==> src/rtl/sym_source_4ask_if.sv <==
// Symbol-source bus: symbol enable and switch settings in, transmitted symbol,
// valid strobe and delayed reference symbol out.
interface sym_source_4ask_if;
    logic              sym_clk;
    logic [3:0]        sw;
    logic signed [17:0] data_out;
    logic              sym_valid;
    logic signed [17:0] ref_out;

    modport master (
        input  sym_clk,
        input  sw,
        output data_out,
        output sym_valid,
        output ref_out
    );

    modport slave (
        output sym_clk,
        output sw,
        input  data_out,
        input  sym_valid,
        input  ref_out
    );
endinterface

==> src/rtl/sym_source_4ask.sv <==
// 4-ASK test-symbol source (PRBS / constant / alternating / impulse) in 1s17,
// with a switch-selectable delayed copy of the symbol stream for receive-side comparison.
module sym_source_4ask #(
    parameter logic signed [17:0] LEVEL_HI       = 18'sd98304,
    parameter logic signed [17:0] LEVEL_LO       = 18'sd32768,
    parameter logic [21:0]        LFSR_SEED      = 22'h3FFFFF,
    parameter int unsigned        IMPULSE_PERIOD = 16,
    parameter int unsigned        REF_DELAY      = 8
) (
    input  logic             clk,
    input  logic             reset,
    sym_source_4ask_if.master bus
);

    localparam logic [1:0] MODE_PRBS  = 2'd0;
    localparam logic [1:0] MODE_CONST = 2'd1;
    localparam logic [1:0] MODE_ALT   = 2'd2;
    localparam logic [1:0] MODE_IMP   = 2'd3;

    localparam int unsigned PIPE_DEPTH = REF_DELAY + 3;
    localparam int unsigned CW         = (IMPULSE_PERIOD > 2) ? $clog2(IMPULSE_PERIOD) : 1;
    localparam logic [CW-1:0] CNT_LAST = CW'(IMPULSE_PERIOD - 1);

    logic [21:0]        lfsr;
    logic signed [17:0] data_q;
    logic               valid_q;
    logic signed [17:0] pipe [PIPE_DEPTH];
    logic               toggle;
    logic [CW-1:0]      imp_cnt;
    logic [1:0]         prev_mode;

    logic [1:0]         mode;
    logic               entering;
    logic               tog_eff;
    logic [CW-1:0]      cnt_eff;
    logic signed [17:0] prbs_sym;
    logic signed [17:0] next_data;
    logic signed [17:0] ref_sel;

    // Mode entry resets the per-mode state before it is used for this symbol.
    always_comb begin
        mode     = bus.sw[1:0];
        entering = (mode != prev_mode);
        tog_eff  = entering ? 1'b0 : toggle;
        cnt_eff  = entering ? '0 : imp_cnt;
    end

    always_comb begin
        prbs_sym = '0;
        case (lfsr[1:0])
            2'b00:   prbs_sym = -LEVEL_HI;
            2'b01:   prbs_sym = -LEVEL_LO;
            2'b11:   prbs_sym = LEVEL_LO;
            default: prbs_sym = LEVEL_HI;
        endcase
    end

    always_comb begin
        next_data = '0;
        case (mode)
            MODE_PRBS:  next_data = prbs_sym;
            MODE_CONST: next_data = LEVEL_HI;
            MODE_ALT:   next_data = tog_eff ? -LEVEL_HI : LEVEL_HI;
            default:    next_data = (cnt_eff == '0) ? LEVEL_HI : '0;
        endcase
    end

    always_ff @(posedge clk or posedge reset) begin
        if (reset) begin
            lfsr      <= LFSR_SEED;
            data_q    <= '0;
            valid_q   <= 1'b0;
            toggle    <= 1'b0;
            imp_cnt   <= '0;
            prev_mode <= MODE_PRBS;
            for (int unsigned i = 0; i < PIPE_DEPTH; i++) begin
                pipe[i] <= '0;
            end
        end else begin
            valid_q <= bus.sym_clk;
            if (bus.sym_clk) begin
                lfsr      <= {lfsr[20:0], lfsr[21] ^ lfsr[20]};
                data_q    <= next_data;
                prev_mode <= mode;
                if (mode == MODE_ALT) begin
                    toggle <= ~tog_eff;
                end
                if (mode == MODE_IMP) begin
                    imp_cnt <= (cnt_eff == CNT_LAST) ? '0 : cnt_eff + CW'(1);
                end
                pipe[0] <= data_q;
                for (int unsigned i = 1; i < PIPE_DEPTH; i++) begin
                    pipe[i] <= pipe[i-1];
                end
            end
        end
    end

    // Tap select is combinational so a delay change is seen without flushing the pipe.
    always_comb begin
        ref_sel = '0;
        case (bus.sw[3:2])
            2'd0:    ref_sel = pipe[REF_DELAY-1];
            2'd1:    ref_sel = pipe[REF_DELAY];
            2'd2:    ref_sel = pipe[REF_DELAY+1];
            default: ref_sel = pipe[REF_DELAY+2];
        endcase
    end

    assign bus.data_out  = data_q;
    assign bus.sym_valid = valid_q;
    assign bus.ref_out   = ref_sel;

endmodule

==> src/flat_wrapper.sv <==
// flat-port wrapper written by rule: the top's interface ports become plain ports
module sym_source_4ask_flat 
#(
    parameter logic signed [17:0] LEVEL_HI       = 18'sd98304,
    parameter logic signed [17:0] LEVEL_LO       = 18'sd32768,
    parameter logic [21:0]        LFSR_SEED      = 22'h3FFFFF,
    parameter int unsigned        IMPULSE_PERIOD = 16,
    parameter int unsigned        REF_DELAY      = 8
)
  (clk, reset, bus_sym_clk, bus_sw, bus_data_out, bus_sym_valid, bus_ref_out);
  sym_source_4ask_if bus_i ();
  input  logic clk;
  input  logic reset;
  input wire logic [$bits(bus_i.sym_clk)-1:0] bus_sym_clk;
  input wire logic [$bits(bus_i.sw)-1:0] bus_sw;
  output wire logic [$bits(bus_i.data_out)-1:0] bus_data_out;
  output wire logic [$bits(bus_i.sym_valid)-1:0] bus_sym_valid;
  output wire logic [$bits(bus_i.ref_out)-1:0] bus_ref_out;
  assign bus_i.sym_clk = bus_sym_clk;
  assign bus_i.sw = bus_sw;
  assign bus_data_out = bus_i.data_out;
  assign bus_sym_valid = bus_i.sym_valid;
  assign bus_ref_out = bus_i.ref_out;
  sym_source_4ask #(.LEVEL_HI(LEVEL_HI), .LEVEL_LO(LEVEL_LO), .LFSR_SEED(LFSR_SEED), .IMPULSE_PERIOD(IMPULSE_PERIOD), .REF_DELAY(REF_DELAY)) u_core (.clk(clk), .reset(reset), .bus(bus_i));
endmodule
==> config.mk <==
export PLATFORM = sky130hd
export DESIGN_NAME = sym_source_4ask_flat
export DESIGN_NICKNAME = d
export VERILOG_FILES = /design/src/rtl/sym_source_4ask_if.sv /design/src/rtl/sym_source_4ask.sv /design/src/flat_wrapper.sv
export SDC_FILE = /design/constraint.sdc
export NUM_CORES = 1
export LEC_CHECK = 0
export ABC_AREA = 0
export BUFFER_PORTS_ARGS = -buffer_cell sky130_fd_sc_hd__buf_2
export CAP_MARGIN = 10
export CORE_AREA = 2 2 79 81
export CTS_BUF_LIST = sky130_fd_sc_hd__clkbuf_4 sky130_fd_sc_hd__clkbuf_8
export DETAILED_ROUTE_END_ITERATION = 7
export DIE_AREA = 0 0 81 83
export GPL_ROUTABILITY_DRIVEN = 0
export PLACE_DENSITY_LB_ADDON = 0.08
export RECOVER_POWER = 100
export SLEW_MARGIN = 20
export SYNTH_ARGS = -nofsm -noshare
export SYNTH_HDL_FRONTEND = slang
export SYNTH_SLANG_ARGS = --single-unit
==> constraint.sdc <==
create_clock -name clk -period 1.67 [get_ports clk]
set_input_delay 0 -clock clk [delete_from_list [all_inputs] [get_ports clk]]
set_output_delay 0 -clock clk [all_outputs]
set_load 0.05 [all_outputs]
Word level (Yosys, flattened, before mapping)
Cells that the tools add are included.
- register bits after elaboration: 246
- input bits: 7
- output and inout port bits: 37
- logic and storage cells: 43
- add/sub/neg operators: 1
- equal/unequal tests: 9
- multiplexer cells: 8
- bitwise logic cells: 2
- reductions and logical operators: 6
- operators by type and width (kind ; number):
    $pmux 18 s3 ; 3
    $mux 18 ; 1
    $mux 17 ; 1
    $eq 2x2->1 const B ; 4
    $mux 4 ; 2
    $eq 2x1->1 const B ; 3
    $logic_not 2->1 ; 3
    $add 4x1->4 const B ; 1
    $eq 4x4->1 const B ; 1
    $logic_not 4->1 ; 1
    $reduce_and 2->1 ; 2
    $ne 2x2->1 ; 1
    $mux 1 ; 1
    $not 1->1 ; 1
    $xor 1x1->1 ; 1

Longest topological paths before layout
Gate-level depths: netlist of the first run.
- word-level depth: 5
- depth in mapped cells: 5
- mapped depth without buffers: 5

Worst setup path before layout of the first run
No wires, ideal clock.
- kind: register to register
- start: register u_core.lfsr[0]
- end: register u_core.data_q[16], in the netlist u_core.bus.data_out[16]
- arrival time: 1289 ps
- data required time: 1538 ps
- path slack: 248 ps
- stages on the path, launching flop included: 6
- cell sequence: dfstp_2 -> inv_1 -> ha_1 -> or2_2 -> a21oi_1 -> o22ai_1
- longest elaborated chain between the ends: 3
- elaborated cells between the ends (all ways): 5
- ends and longest elaborated chain (what ; line ; source):
    from (decl) ; sym_source_4ask.sv:24 ; logic [21:0] lfsr;
    from (signal assigned) ; sym_source_4ask.sv:82 ; lfsr <= {lfsr[20:0], lfsr[21] ^ lfsr[20]};
    $eq 2x2->1 (tied with other cells) ; sym_source_4ask.sv:50 ; case (lfsr[1:0])
    $pmux 18 s3 * ; sym_source_4ask.sv:50 ;
    $pmux 18 s3 * ; sym_source_4ask.sv:60 ; case (mode)
    to (signal assigned) ; sym_source_4ask.sv:83 ; data_q <= next_data;
    to (decl) ; sym_source_4ask.sv:25 ; logic signed [17:0] data_q;
Mark *: on every way between the ends. The rest lies on a longest branch, timed or not.
A chain may end at the register's enable or synchronous reset.

Final worst setup path of the first run
Same ends and word-level chain as after synthesis.

==> results of run 1 <==
-- flip-flops by register name, indices dropped and copies added, names as in the netlist --
register	count
u_core.pipe	33
u_core.toggle	1
u_core.imp_cnt	4
u_core.bus.sym_valid	1
u_core.bus.data_out	3
u_core.prev_mode	2
u_core.lfsr	22
-- cell type report --
type | instances | area, um2
fill | 532 | 2659
sequential | 66 | 1679
multi-input combinational | 127 | 1070
clock buffer | 13 | 160.2
tap | 75 | 93.84
timing repair buffer | 19 | 91.34
clock inverter | 3 | 40.04
inverter | 6 | 22.52
-- what timing repair did --
| action | 4_1_cts | 5_1_grt |
|---|---|---|
| buffers inserted | 0 | 0 |
| hold buffers | 1 | 0 |
| hold endpoints to repair | 44 | 0 |
-- worst reg2reg max path: cells and delay by family, from the launching register on --
| family | cells | cell delay, ns |
|---|---|---|
| buffers and inverters | 1 | 0.05 |
| adder cells (fa/ha/maj) | 1 | 0.27 |
| flip-flops | 1 | 0.55 |
| AO/OA/AOI/OAI | 2 | 0.24 |
| AND/OR/NAND/NOR | 1 | 0.27 |
-- per-layer routing --
metal  track usage (%)  vias to the layer above  part of all wire, %
met5                 0                        -                    0
met4             6.471                        0                  1.9
met3             5.652                       12                  4.3
met2             22.84                       24                   51
met1             17.39                      789                   43
li1                  -                      711                    -
-- per-stage QoR --
stage	instances	area, um2	total power, uW	setup WS [ns]	hold WS, ns
floorplan	239	3112	3856	0.05160	0.03143
global placement	292	3027	4000	0.2142	0.09041
detailed placement	292	3027	4095	0.1999	0.09826
CTS	309	3237	5449	0.1676	0.0009018
global route	309	3157	5596	0.04939	0.03109
finish	309	3157	5259	0.1540	0.02256
-- kinds of logic (layout without fill, tap and decap cells) --
| kind of cell | count (synthesis) | count (layout) | share of synthesized area (%) |
|---|---|---|---|
| mux | 60 | 60 | 24.79 |
| fa+ha+maj | 2 | 2 | 0.8332 |
| xor+xnor | 3 | 3 | 1.125 |
| flops | 66 | 66 | 55.92 |
| other cells | 1 | 30 | 0.1249 |
| simple gates | 18 | 18 | 3.501 |
| compound gates | 14 | 14 | 2.750 |
| buf+inv | 46 | 41 | 10.96 |
-- cells in the final DEF, fill, tap and decap left out, types with 2 or more instances in the layout --
master,n
a21oi_1,4
a31oi_1,3
buf_2,5
clkbuf_1,9
clkbuf_2,3
clkbuf_4,4
clkbuf_8,10
clkinv_2,2
conb_1,30
dfrtp_1,44
dfstp_2,22
ha_1,2
inv_1,5
mux2_1,9
mux2_2,45
mux2i_1,2
mux4_2,3
nand2_1,2
nand3_1,4
nand4_1,3
nor2_1,2
o21ai_0,3
xnor2_1,2
-- report_power, final --
group	internal, uW	switching (uW)	total [uW]
Combinational	573	642	1210
Sequential	2380	349	2730
Clock	776	541	1320
-- final timing paths --
path,start,endpoint,slack (ns)
min in group asynchronous,reset,u_core.bus.sym_valid,0.48
setup / recovery,u_core.lfsr[0],u_core.bus.data_out[16],0.15
hold reg to reg,u_core.imp_cnt[3],u_core.imp_cnt[3],0.49
hold / removal,bus_sw[0],u_core.prev_mode[0],0.02
max in group asynchronous,reset,u_core.prev_mode[0],0.66
setup reg to reg,u_core.lfsr[0],u_core.bus.data_out[16],0.15
==> flow_summary.yaml, run 1 <==
global_routing:
  grt_pass1_vias: 1582
  grt_max_degree: 67
  antenna_found_initial: 0
  gr-total-overflow: 0
  grt_pass1_wl_um: 7534
  track_usage_pct: 14.50
timing:
  fmax_mhz: 659.6
  slew_violations: 0
  finalCritPeriodShare_pct: 90.78
  period_minus_slack_ns: 1.516
  skew_ns: 0.007254
  setup_tns_ns: 0
  tightest_slew_ns: 0.8488
  slew_headroom_pct: 43.41
  setup_viol: 0
  rsz0062_at_grt: "false"
  hold_viol_final: 0
setup_path:
  path_depth: 5
  path_class: "reg -> reg"
  worstPathMaxFanout: 4
  cp_slowest_cell: "dfstp_2"
  rr_worst_depth: 5
  endpoint_kind: "flop"
  path_buf_inv: 1
  crit_arrival_ns: 1.70
  crit_required_ns: 1.86
  start_kind: "flop"
  critical_path.top_delay_family: "flip-flops"
  slowest_delay_ns: 0.55
  path_cells: "inv_1, ha_1, or2_2, a21oi_1, o22ai_1"
route:
  wl_um: 4239
  wl_per_cell_um: 13.72
  drc: 0
  first_pass_iters: 4
  drt_iter0_drc: 60
  ant_nets: 0
  vias: 1536
  via_per_inst: 4.971
die:
  pin_count: 44
  die-height_um: 83
  initial_core_util_pct: 51.64
  fp.coreArea_um2: 5816
  rows: 28
  die_area_um2: 6723
  die_w_um: 81
synth:
  synth.ff_latch_count: 66
  synthFlopType: "dfrtp_1"
  synthTopCellsByArea: "dfrtp_1, dfstp_2, mux2_2"
  async_flop_share_pct: 100.0
  syn_inst: 210
  synth_area_um2: 3003
  synth_cell_types: 32
  yosys-top-cells-count: "mux2_2, dfrtp_1, buf_4"
  yosysWarnings: 0
  synth_top_area_share_pct: 36.67
  yosysMostFrequentCell: "mux2_2"
  synth_area_leader_cell: "dfrtp_1"
  synth-edff-count: 0
  ys_seq_area_share_pct: 55.92
  avgSynthCellArea_um2: 14.30
placement:
  io_buffer_count: 13
  dp_hpwl_um: 2859
clocking:
  cts_max_level: 3
  clk_latency_ns: 0.33
  cts_tree: "yes"
  path_clk_slew_ns: 0.06
  cts_root_buffer: "clkbuf_8"
  cts_buffers: 9
  cts_max_path_buffers: 2
  cts_sinks: 66
  cts_resized: 0
power:
  power_density_nw_per_um2: 1666
  ir_worst_vdd_v: 0.0008245
  leakage_uw: 0.001401
layout:
  diodes: 0
  syn2layout_area_growth_pct: 5.125
  fin_util_pct: 54.28
  drive_gt1_share_pct: 41.88
  nNetsFinal: 238
min_path:
  hold_class: "in -> reg"
  hold_depth: 2
run:
  maxCapViolations: 0
outcome:
  status: "finished clean"
No activity file was read; power rests on OpenSTA's default activity.
==> run 2: changes to the inputs <==
- HOLD_SLACK_MARGIN: default -> 0.08
==> run 2 against run 1 <==
Against the previous run:
- largest power group unchanged
- core utilization increased by 0.34 points
- power barely moved
- critical endpoint unchanged
- first-iteration DRC count shrank 5.0%
- setup slack is essentially flat
- highest routed layer unchanged
==> flow_summary.yaml, run 2 (synthesis gave the netlist of run 1 again) <==
outcome:
  status: "finished clean"
power:
  p_int_uw: 3730
  power_density_nw_per_um2: 1657
  power.share.sequential_pct: 51.8
  ir_worst_vdd_v: 0.0008259
  leakage_uw: 0.001410
  swShare_pct: 29.12
  power_frac_comb_pct: 23.1
  p_clk_share_pct: 25.0
  p_sw_uw: 1533
  p_total_uw: 5263
setup_path:
  path_cells: "inv_1, ha_1, or2_2, a21oi_1, o22ai_1"
  worstPathMaxFanout: 4
  start_kind: "flop"
  path_class: "reg -> reg"
  path_buf_inv: 1
  critical_path.top_delay_family: "flip-flops"
  endpoint_kind: "flop"
  cp_slowest_cell: "dfstp_2"
  crit_arrival_ns: 1.70
  slowest_delay_ns: 0.55
  crit_required_ns: 1.86
layout:
  seq_area_um2: 1679
  top_regs: "u_core.pipe (33), u_core.lfsr (22), u_core.imp_cnt (4)"
  fin_util_pct: 54.63
  layout_common_cells: "mux2_2, dfrtp_1, conb_1, dfstp_2, clkbuf_8"
  fillCellCount: 531
  final_common_cell: "mux2_2"
  drive_gt1_share_pct: 41.53
  multiInputGateArea_um2: 1070
  largest_register_ffs: 33
  nNetsFinal: 240
  largest_register: "u_core.pipe"
  diodes: 0
  syn2layout_area_growth_pct: 5.792
  design_area_um2: 3177
clocking:
  clk_latency_ns: 0.33
  cts_buffers: 9
  cts_setup_buffers: 0
  cts_max_path_buffers: 2
  cts_max_level: 3
  path_clk_slew_ns: 0.06
  cts_sinks: 66
  cts_tree: "yes"
  cts_root_buffer: "clkbuf_8"
die:
  die_area_um2: 6723
  fp.coreArea_um2: 5816
  initial_core_util_pct: 51.64
  die-height_um: 83
  die_w_um: 81
  pin_count: 44
  rows: 28
timing:
  setup_viol: 0
  period_minus_slack_ns: 1.516
  finalCritPeriodShare_pct: 90.76
  slew_headroom_pct: 43.54
  fmax_mhz: 659.8
  slew_violations: 0
  setup_tns_ns: 0
  rsz0062_at_grt: "false"
  tightest_slew_ns: 0.8470
  hold_viol_final: 0
  skew_ns: 0.007131
global_routing:
  track_usage_pct: 14.55
  grt_max_degree: 67
  grt_pass1_wl_um: 7562
  grt_pass1_vias: 1588
  antenna_found_initial: 0
  gr-total-overflow: 0
route:
  vias: 1544
  via_per_inst: 4.965
  drt_iter0_drc: 57
  wl_per_cell_um: 13.63
  first_pass_iters: 4
  ant_nets: 0
  drc: 0
  wl_um: 4239
placement:
  io_buffer_count: 13
  dp_hpwl_um: 2859
  post_dp_cell_area_um2: 3027
min_path:
  hold_class: "in -> reg"
run:
  maxCapViolations: 0
-- run 2: cell count changes in the layout (fill, tap and decap cells not counted) --
cell,delta
dlygate4sd3_1,+2
-- run 2: through the flow --
| step | hold WS [ns] | std cells | setup WS [ns] |
|---|---|---|---|
| 6_report | 0.2961 | 311 | 0.1543 |
| 5_1_grt | 0.3120 | 311 | 0.04939 |
| 4_1_cts | 0.1259 | 311 | 0.1676 |
| 3_5_place_dp | 0.09826 | 292 | 0.1999 |
| 3_3_place_gp | 0.09041 | 292 | 0.2142 |
| 2_1_floorplan | 0.03143 | 239 | 0.05160 |
-- run 2: area by class of cell --
cell class / instances / area share [%]
tap: 75 / 2.954
sequential: 66 / 52.86
multi-input combinational: 127 / 33.67
clock buffer: 13 / 5.041
clock inverter: 3 / 1.260
timing repair buffer: 21 / 3.505
inverter: 6 / 0.7089
-- run 2: power groups by stage --
| stage | clock network (uW) | registers [uW] | logic, uW |
|---|---|---|---|
| floorplan | 0 | 2680 | 1170 |
| global placement | 0 | 2720 | 1280 |
| detailed placement | 0 | 2770 | 1320 |
| CTS | 1380 | 2750 | 1330 |
| global route | 1440 | 2820 | 1340 |
| finish | 1320 | 2730 | 1220 |
-- run 2: worst paths after layout --
kind | from | to | slack, ns | depth (start not counted)
worst max-delay path | u_core.lfsr[0] | u_core.bus.data_out[16] | 0.15 | 5
worst min-delay path | bus_sym_clk | u_core.pipe[17] | 0.30 | 2
worst max register to register | u_core.lfsr[0] | u_core.bus.data_out[16] | 0.15 | 5
worst min register to register | u_core.imp_cnt[3] | u_core.imp_cnt[3] | 0.49 | 1
max in group asynchronous | reset | u_core.prev_mode[0] | 0.66 | 4
min in group asynchronous | reset | u_core.bus.sym_valid | 0.48 | 4
-- run 2: repair_timing --
item                                   4_1_cts  5_1_grt
hold buffers                                 3        0
endpoints found under the hold margin       70        0
gates resized for setup                      0        0
-- run 2: metal layers --
layer	track usage (%)	wire length [um]
met3	5.652	184
met1	17.54	1815
met2	22.84	2157
met5	0	0
met4	6.471	80
==> run 3: changes to the inputs <==
- clock period: 1.67 -> 1.2 ns (I/O delays scaled with it)
==> run 3 against run 2 <==
Against the previous run:
- the run now ends with negative setup slack left
- non-clock buffer count up 9
- via count grew 2.1%
- cell count is 2.6% higher
- setup slack got worse by 0.32 ns
- register-to-register slack worse by 0.28 ns
- design area rose by 6.2%
- sequential power increased by 38%
- power up 53%
- clock skew increased by 0.0031 ns
- combinational power grew 70%
- first-iteration DRC count decreased by 14%
- critical path type is now reg -> out
- critical endpoint is now bus_ref_out[15]
==> flow_summary.yaml, run 3 (synthesis gave the netlist of run 1 again) <==
layout:
  largest_register: "u_core.pipe"
  diodes: 0
  fillCellCount: 489
  multiInputGateArea_um2: 1120
  syn2layout_area_growth_pct: 12.33
  layout_common_cells: "mux2_2, dfrtp_1, conb_1, dfstp_2, clkbuf_8"
  seq_area_um2: 1679
  top_regs: "u_core.pipe (33), u_core.lfsr (22), u_core.imp_cnt (4)"
  largest_register_ffs: 33
  final_common_cell: "mux2_2"
  nNetsFinal: 249
  drive_gt1_share_pct: 50.00
  fin_util_pct: 58.00
placement:
  dp_hpwl_um: 2802
  io_buffer_count: 13
global_routing:
  grt_util_met3_pct: 4.783
  grt_pass1_vias: 1616
  grt_pass1_wl_um: 7410
  antenna_found_initial: 0
  gr-usage-met1_pct: 17.51
  gr-total-overflow: 0
  track_usage_pct: 14.32
  grtUsageMet2_pct: 22.16
  grt_max_degree: 42
  busiest_layer: "met2"
clocking:
  cts_root_buffer: "clkbuf_8"
  path_clk_slew_ns: 0.07
  cts_max_level: 3
  cts_tree: "yes"
  cts_buffers: 9
  clk_latency_ns: 0.33
  cts_max_path_buffers: 2
  cts_sinks: 66
die:
  die-height_um: 83
  fp.coreArea_um2: 5816
  die_area_um2: 6723
  pin_count: 44
  die_w_um: 81
  initial_core_util_pct: 51.64
  rows: 28
timing:
  fmax_mhz: 733.4
  hold_viol_final: 0
  slew_headroom_pct: 64.07
  tightest_slew_ns: 0.5360
  period_minus_slack_ns: 1.364
  skew_ns: 0.01020
  setup_tns_ns: -1.094
  slew_violations: 0
  rsz0062_at_grt: "true"
  setup_viol: 22
  setup_ws_ns: -0.1636
  finalCritPeriodShare_pct: 113.6
min_path:
  hold_class: "in -> async"
run:
  maxCapViolations: 0
route:
  ant_nets: 0
  via_per_inst: 4.940
  wl_um: 4307
  first_pass_iters: 4
  drc: 0
  vias: 1576
  drt_iter0_drc: 49
  wl_per_cell_um: 13.50
setup_path:
  r2r_start: "u_core.lfsr[1]"
  endpoint_kind: "output pin"
  start_kind: "flop"
  r2r_slack_ns: -0.13
  crit_required_ns: 1.20
  timing.rr.end: "u_core.bus.data_out[16]"
  rr_worst_depth: 5
  worstPathMaxFanout: 3
  crit_arrival_ns: 1.36
  path_class: "reg -> out"
power:
  power_density_nw_per_um2: 2388
  ir_worst_vdd_v: 0.001205
  leakage_uw: 0.001512
  p_total_uw: 8057
outcome:
  violations: "negative setup slack"
  status: "finished, violations left"
==> run 3: layout make-up <==
| class | instances | share of cell area [%] |
|---|---|---|
| clock buffer | 10 | 4.080 |
| inverter | 6 | 0.7047 |
| timing repair buffer | 30 | 6.417 |
| sequential | 66 | 49.78 |
| tap | 75 | 2.782 |
| multi-input combinational | 127 | 33.20 |
| clock inverter | 5 | 3.042 |
==> run 3: worst max-delay path by stage <==
stage	start	to	slack (ns)	depth (start not counted)
global placement	u_core.lfsr[1]	u_core.bus.data_out[16]	-0.15	5
CTS	u_core.pipe[35]	bus_ref_out[17]	-0.19	2
global route	u_core.pipe[69]	bus_ref_out[15]	-0.21	2
floorplan	u_core.lfsr[0]	u_core.bus.data_out[16]	-0.13	5
finish	u_core.pipe[33]	bus_ref_out[15]	-0.16	2
detailed placement	u_core.lfsr[1]	u_core.bus.data_out[16]	-0.17	5
==> run 3: through the flow <==
| stage | hold slack, ns | area [um2] | setup slack (ns) | instances |
|---|---|---|---|---|
| 2_1_floorplan | 0.03143 | 3122 | -0.1349 | 239 |
| 4_1_cts | 0.1753 | 3387 | -0.1860 | 314 |
| 6_report | 0.2323 | 3373 | -0.1636 | 319 |
| 5_1_grt | 0.2704 | 3373 | -0.2050 | 319 |
| 3_5_place_dp | -0.02129 | 3052 | -0.1667 | 294 |
| 3_3_place_gp | -0.02844 | 3052 | -0.1515 | 294 |
==> run 3: where the power goes <==
part	switching (uW)	total, uW	internal [uW]
Sequential	461	3770	3310
Combinational	1000	2080	1080
Clock	787	2210	1420
Total	2250	8060	5810
==> run 3: critical path, cell delays in order, from the launching register on <==
cell,delay (ns)
dfrtp_1,0.40
mux4_2,0.47
buf_6,0.17
==> run 3: routing by layer <==
layer  vias to the layer above  share of wire [%]  wire length, um
li1                        732                  -                -
met1                       803                 44             1901
met2                        32                 50             2171
met3                         9                3.7              158
met4                         0                1.8               76
met5                         -                  0                0
==> run 3: repair_timing <==
| action | in CTS | in global routing |
|---|---|---|
| endpoints found under the setup margin | 5 | 9 |
| endpoints found under the hold margin | 49 | 0 |
| pin swaps | 3 | 3 |
| hold buffers | 4 | 0 |
| setup buffers | 1 | 4 |
| resized for setup | 10 | 1 |
| gates cloned | 0 | 1 |
